### src/rtl/pcpi_issuer.sv
// pcpi_issuer: initiator (CPU) side of the PCPI coprocessor interface.
// It accepts one host request and presents it on the PCPI bus. It then waits
// for a responder to finish or for the idle timeout to expire, and returns the
// outcome through a one-entry response buffer.
// Optional feature macro: PCPI_OPCODE_FILTER_EN. When it is defined, only
// M-extension encodings (opcode 0110011, funct7 0000001) are put on the bus.
// Every other accepted request completes at once as illegal.
module pcpi_issuer #(
    parameter int TIMEOUT = 16
) (
    input  logic        clk,
    input  logic        reset,
    input  logic        req_valid,
    output logic        req_ready,
    input  logic [31:0] req_insn,
    input  logic [31:0] req_rs1,
    input  logic [31:0] req_rs2,
    output logic        rsp_valid,
    input  logic        rsp_ready,
    output logic [31:0] rsp_rd,
    output logic        rsp_wr,
    output logic        rsp_illegal,
    output logic        pcpi_valid,
    output logic [31:0] pcpi_insn,
    output logic [31:0] pcpi_rs1,
    output logic [31:0] pcpi_rs2,
    input  logic        pcpi_wr,
    input  logic [31:0] pcpi_rd,
    input  logic        pcpi_wait,
    input  logic        pcpi_ready
);

    localparam int CW = $clog2(TIMEOUT + 1);
    // The count value at which one more idle cycle completes the timeout.
    localparam logic [CW-1:0] CNT_LAST = CW'(TIMEOUT - 1);
    // The saturation ceiling of the idle counter.
    localparam logic [CW-1:0] CNT_FULL = CW'(TIMEOUT);

    typedef enum logic [1:0] {
        S_IDLE  = 2'd0,
        S_ISSUE = 2'd1,
        S_RESP  = 2'd2
    } state_t;

    state_t        r_state;
    state_t        w_state_next;
    logic [CW-1:0] r_idle_cnt;
    logic [31:0]   r_insn;
    logic [31:0]   r_rs1;
    logic [31:0]   r_rs2;
    logic [31:0]   r_rd;
    logic          r_wr;
    logic          r_illegal;

    logic          w_accept;
    logic          w_filter_pass;
    logic          w_idle_expire;

    assign w_accept = req_valid && req_ready;

`ifdef PCPI_OPCODE_FILTER_EN
    assign w_filter_pass = (req_insn[6:0] == 7'b0110011) && (req_insn[31:25] == 7'b0000001);
`else
    assign w_filter_pass = 1'b1;
`endif

    // A truly idle cycle (no ready, no wait) that brings the count up to TIMEOUT.
    // A ready pulse in that same cycle takes priority over the timeout.
    assign w_idle_expire = !pcpi_ready && !pcpi_wait && (r_idle_cnt >= CNT_LAST);

    // State register
    always_ff @(posedge clk) begin
        if (reset) begin
            r_state <= S_IDLE;
        end else begin
            r_state <= w_state_next;
        end
    end

    // Next-state logic
    always_comb begin
        w_state_next = r_state;
        case (r_state)
            S_IDLE: begin
                if (w_accept) begin
                    w_state_next = w_filter_pass ? S_ISSUE : S_RESP;
                end
            end
            S_ISSUE: begin
                if (pcpi_ready || w_idle_expire) begin
                    w_state_next = S_RESP;
                end
            end
            S_RESP: begin
                if (rsp_ready) begin
                    w_state_next = S_IDLE;
                end
            end
            default: w_state_next = S_IDLE;
        endcase
    end

    // FSM-decoded handshake outputs
    always_comb begin
        req_ready  = (r_state == S_IDLE) && !reset;
        pcpi_valid = (r_state == S_ISSUE);
        rsp_valid  = (r_state == S_RESP);
    end

    // Request capture, idle counting and response capture
    always_ff @(posedge clk) begin
        if (reset) begin
            r_insn     <= '0;
            r_rs1      <= '0;
            r_rs2      <= '0;
            r_rd       <= '0;
            r_wr       <= 1'b0;
            r_illegal  <= 1'b0;
            r_idle_cnt <= '0;
        end else begin
            case (r_state)
                S_IDLE: begin
                    if (w_accept) begin
                        r_insn     <= req_insn;
                        r_rs1      <= req_rs1;
                        r_rs2      <= req_rs2;
                        r_idle_cnt <= '0;
                        if (!w_filter_pass) begin
                            r_illegal <= 1'b1;
                            r_rd      <= '0;
                            r_wr      <= 1'b0;
                        end
                    end
                end
                S_ISSUE: begin
                    if (pcpi_ready) begin
                        r_rd      <= pcpi_rd;
                        r_wr      <= pcpi_wr;
                        r_illegal <= 1'b0;
                    end else if (pcpi_wait) begin
                        r_idle_cnt <= '0;
                    end else begin
                        if (r_idle_cnt < CNT_FULL) begin
                            r_idle_cnt <= r_idle_cnt + 1'b1;
                        end
                        if (w_idle_expire) begin
                            r_illegal <= 1'b1;
                            r_rd      <= '0;
                            r_wr      <= 1'b0;
                        end
                    end
                end
                default: begin
                    // RESP holds the buffered response untouched until consumed.
                end
            endcase
        end
    end

    assign pcpi_insn   = r_insn;
    assign pcpi_rs1    = r_rs1;
    assign pcpi_rs2    = r_rs2;
    assign rsp_rd      = r_rd;
    assign rsp_wr      = r_wr;
    assign rsp_illegal = r_illegal;

endmodule

### config.mk
export PLATFORM = sky130hd
export DESIGN_NAME = pcpi_issuer
export DESIGN_NICKNAME = d
export VERILOG_FILES = /design/src/rtl/pcpi_issuer.sv
export SDC_FILE = /design/constraint.sdc
export NUM_CORES = 1
export LEC_CHECK = 0
export BUFFER_PORTS_ARGS = -buffer_cell sky130_fd_sc_hd__clkbuf_2
export CELL_PAD_IN_SITES_DETAIL_PLACEMENT = 1
export CELL_PAD_IN_SITES_GLOBAL_PLACEMENT = 2
export CORE_ASPECT_RATIO = 1.75
export CORE_MARGIN = 1.5
export CORE_UTILIZATION = 24
export DETAILED_ROUTE_END_ITERATION = 10
export PLACE_DENSITY_LB_ADDON = 0.1
export SKIP_LAST_GASP = 1
export SLEW_MARGIN = 40
export SYNTH_ARGS = -nofsm -noshare
export SYNTH_HDL_FRONTEND = slang
export SYNTH_SLANG_ARGS = --single-unit
### constraint.sdc
create_clock -name clk -period 2.6 [get_ports clk]
set_input_delay 0.52 -clock clk [delete_from_list [all_inputs] [get_ports clk]]
set_output_delay 0.52 -clock clk [all_outputs]
set_load 0.005 [all_outputs]
* Yosys cells after proc, flatten, opt, wreduce, memory -nomap -nowiden
Index checks and enable logic that the tools add are counted.
** Word-level totals
- Register bits after elaboration :: 137
- Input bits :: 135
- Word-level logic and storage cells :: 52
- Output and inout port bits :: 133
** Cells by class
- Muxes and demuxes :: 18
- Order comparisons :: 2
- $add $sub $neg :: 1
- Equality and inequality tests :: 8
- Reduce and logical (&&, ||, !) cells :: 15
** Operator list (number)
- $mux 32 :: 3
- $mux 5 :: 4
- $pmux 5 s2 :: 1
- $mux 1 :: 6
- $mux 2 :: 3
- $ne 2x1->1 const B :: 3
- $pmux 2 s3 :: 1
- $reduce_and 3->1 :: 2
- $add 5x1->5 const B :: 1
- $ge 5x4->1 const B :: 1
- $lt 5x5->1 const B :: 1
- $logic_and 1x1->1 :: 4
- $ne 2x2->1 const B :: 2
- $reduce_and 4->1 :: 1
- $reduce_bool 2->1 :: 2
- $logic_not 1->1 :: 3
- $ne 3x1->1 const B :: 1
- $eq 2x1->1 const B :: 1
- $eq 2x2->1 const B :: 1
- $logic_not 2->1 :: 1
- $reduce_and 2->1 :: 1
- $logic_or 1x1->1 :: 1

* Depth between registers and ports, before layout
- Word-level depth :: 6
- Gate-level depth with buffers :: 8

* Least setup slack after synthesis
Ideal clock, no wire load.
- Path type :: register to register
- From :: register r_idle_cnt[0]
- To :: register r_rd[22] (netlist: rsp_rd[22])
- Path buffers :: 2
- Setup slack :: 787 ps
- Required time :: 2483 ps
- Data arrival time :: 1696 ps
- Stages on the path, launching flop included :: 9
- Cell sequence :: dfxtp_1 -> ha_1 -> and3_1 -> ha_1 -> nor3_1 -> a221o_1 -> buf_2 -> buf_6 -> a32o_1
** Between the ends
- Cells in the longest elaborated chain, start to end :: 4
** RTL lines
- from (decl) :: RTL line 47 : logic [CW-1:0] r_idle_cnt;
- from (signal assigned) :: RTL line 144 : r_idle_cnt <= r_idle_cnt + 1'b1;
- $ge 5x4->1 :: RTL line 69 : assign w_idle_expire = !pcpi_ready && !pcpi_wait && (r_idle_cnt >= CNT_LAST);
- $logic_and 1x1->1 :: RTL line 69
- $reduce_bool 2->1 (no source line)
- $reduce_and 3->1 (no source line)
- to (signal assigned) :: RTL line 137 : r_rd <= pcpi_rd;
- to (decl) :: RTL line 51 : logic [31:0] r_rd;
No other way between the ends.
A chain may end at the register's enable or synchronous reset.

* Worst setup path after layout
- From :: register r_idle_cnt[0]
- To :: register r_rd[28] (netlist: rsp_rd[28])
Same word-level chain as after synthesis.

==> flow_summary_export.csv <==
group,metric,value,unit
run_status,status,"complete, no violations",
worst_hold_path,hold_start,"req_rs1[11]",
global_routing,grt_max_degree,73,
critical_path,crit_type,"flop to flop",
synth,ys_ff_latch,137,
timing,whs,0.295,ns
timing,finalClockSkew,0.00913,ns
final_layout,area_delta_synth_final,44.0,%
power_and_ir_drop,leakagePower,3.18,nW
detailed_routing,routedWlPerCell,15.0,um
detailed_routing,top_layer_used,"met4",
synth,syn_area,4830,um2
placement,hpwlAfterDp,11.8,mm
detailed_routing,firstDrtPassIters,4,
placement,place_ws,0.656,ns
cts,cts_tree,"yes",
placement,gp_congestion,0.699,
detailed_routing,drtIter0Drc,164,
final_layout,drive_gt1_share,38.8,%
cts,clk_pin_slew,0.06,ns
floorplan,rows,68,
floorplan,die_height,191,um
timing,slew_headroom,55.0,%
detailed_routing,postRouteWirelength,15.8,mm
synth,synth_nets,678,
final_layout,fin_util,35.2,%
flow_run,cap_violations,0,
timing,tns,0,ns
critical_path,crit_fanout,34,
timing,tightest_slew,0.665,ns
synth,synth_top_cell_area_share,56.8,%
detailed_routing,vias,4734,
cts,cts_buffers,17,
synth,syn_inst,541,
critical_path,reg2reg_to,"rsp_rd[28]$_SDFFE_PP0P_",
critical_path,worstPathArrival,2.26,ns
timing,finalHoldViolCount,0,
synth,ys_types,32,
timing,max_freq,0.512,GHz
floorplan,die_w,110,um
timing,rsz0062_at_grt,"no",
floorplan,io_pins,268,
critical_path,r2r_start,"r_idle_cnt[0]$_SDFFE_PP0P_",
detailed_routing,via_per_inst,4.51,
synth,synthTopCellsByArea,"dfxtp_1 (57%), nand2_1 (15%), o21ai_1 (9.2%)",
power_and_ir_drop,peakVddDrop,0.411,mV
cts,cts_max_level,4,
global_routing,track_usage,15.6,%
final_layout,mostFrequentLayoutCell,"clkbuf_2",
cts,root_buffer,"clkbuf_16",
detailed_routing,met1_length,5.44,mm
cts,hold_buffers,0,
synth,ys_warn_count,0,
floorplan,fp.coreArea,19700,um2
synth,avgSynthCellArea,8.92,um2
cts,post_cts_buffers,0,
worst_hold_path,worstHoldPathCells,3,
worst_hold_path,holdCritPathClass,"primary input to flop",
timing,setup_viol,0,
critical_path,cp.required,2.91,ns
timing,fin_crit,1.95,ns
final_layout,final_cell_mix,"clkbuf_2 (267), nand2_1 (194), dfxtp_1 (137), o21ai_1 (89), a32o_1 (33)",
critical_path,end_kind,"flop",
cts,cts_buffer_depth,2,
critical_path,start_kind,"flop",
timing,drv_slew,0,
timing,fin_crit_sh,75.1,%
final_layout,antenna_cells,0,
floorplan,die_area,21000,um2
detailed_routing,route.met3.wl,1.51,mm
global_routing,grt_pass1_wl,24.7,mm
detailed_routing,drtAntennaViolNets,0,
critical_path,r2r_slack,0.65,ns
final_layout,fillers,2409,
placement,port_buffers,267,
floorplan,initial_core_util,24.5,%
global_routing,antenna_found_initial,0,
power_and_ir_drop,power_density,773,nW/um2
final_layout,fin_nets,930,
worst_hold_path,hold_end,"pcpi_rs1[11]$_SDFFE_PP0P_",
detailed_routing,drc,0,
synth,yosysSeqAreaShare,56.8,%
cts,cts.sink_count,137,
timing,timing.final.ws_setup,0.647,ns
critical_path,rr_worst_depth,7,
cts,clk_latency,0.42,ns
synth,yosys.area.top_type,"dfxtp_1",
detailed_routing,dr_wl_met2,8.43,mm
global_routing,overflow,0,
global_routing,grt_pass1_vias,5003,
cts,cts_resized,0,
[synthesized netlist by cell type (all sizes together)]
cell type	n
nand4	1
o21ai	97
buf	19
mux2i	1
nor2b	2
a32o	33
a31oi	4
ha	2
a21oi	2
or3b	1
inv	5
o221a	1
nand3	1
and3	2
o311ai	1
a221o	1
clkbuf	23
o22ai	1
nor2	2
a211oi	1
o41ai	1
nand2	194
nor4b	2
nor3	3
nand2b	4
dfxtp	137
[routing by layer]
layer / track usage, % / vias up
met3: 6.32 / 24
li1: - / 2341
met2: 29.3 / 189
met1: 14.1 / 2180
met5: 0 / -
met4: 7.20 / 0
[stage by stage]
| step | total power, mW | instances | area, um2 |
|---|---|---|---|
| 6_report | 5.38 | 1050 | 6950 |
| 4_1_cts | 5.49 | 1050 | 6950 |
| 3_5_place_dp | 2.95 | 1019 | 6350 |
| 5_1_grt | 5.66 | 1050 | 6950 |
| 2_1_floorplan | 2.62 | 541 | 4830 |
| 3_3_place_gp | 2.93 | 1019 | 6350 |
[power breakdown]
group,switching [mW],internal (mW)
Sequential,0.0784,2.25
Combinational,0.297,0.265
Clock,0.890,1.60
[critical path, cell delays in order (launching register included)]
cell and delay (ns):
dfxtp_1 0.39, ha_1 0.21, and3_1 0.17, ha_1 0.16, nor3_1 0.05, a221o_1 0.32, buf_4 0.24, a32o_1 0.30
[final cells by class]
cell class                      instances  area, um2  share of cell area (%)
Sequential cell                       137       2740                    39.5
Clock inverter                          8        118                    1.69
Clock buffer                           23        488                    7.02
Inverter                                5       21.3                   0.306
Timing Repair Buffer                  275       1460                    21.0
Tap cell                              245        307                    4.41
Multi-Input combinational cell        357       1820                    26.1
[sequential cells by signal, summed over array words and instances (netlist names)]
register	cells
pcpi_insn	32
pcpi_rs1	32
pcpi_rs2	32
rsp_rd	32
r_idle_cnt	5
r_state	2
rsp_illegal	1
rsp_wr	1
[cell families (layout without fill, tap and decap cells)]
kind of cell    after synthesis  after routing  share of synthesized area, %
compound gates              142            142                          18.7
flops                       137            137                          56.8
simple gates                212            212                          17.9
mux                           1              1                         0.207
fa+ha+maj                     2              2                         0.518
buf+inv                      47            311                          5.88
[worst max-delay path by stage]
stage                               startpoint                      end  slack (ns)  depth (start not counted)
floorplan           r_idle_cnt[0]$_SDFFE_PP0P_  rsp_rd[22]$_SDFFE_PP0P_        0.79                          8
global placement    r_idle_cnt[0]$_SDFFE_PP0P_  rsp_rd[19]$_SDFFE_PP0P_        0.71                          7
detailed placement  r_idle_cnt[0]$_SDFFE_PP0P_  rsp_rd[28]$_SDFFE_PP0P_        0.66                          7
CTS                 r_idle_cnt[0]$_SDFFE_PP0P_  rsp_rd[28]$_SDFFE_PP0P_        0.65                          7
global route        r_idle_cnt[1]$_SDFFE_PP0P_  rsp_rd[11]$_SDFFE_PP0P_        0.56                          7
finish              r_idle_cnt[0]$_SDFFE_PP0P_  rsp_rd[28]$_SDFFE_PP0P_        0.65                          7
(Power assumes the default switching activity.)
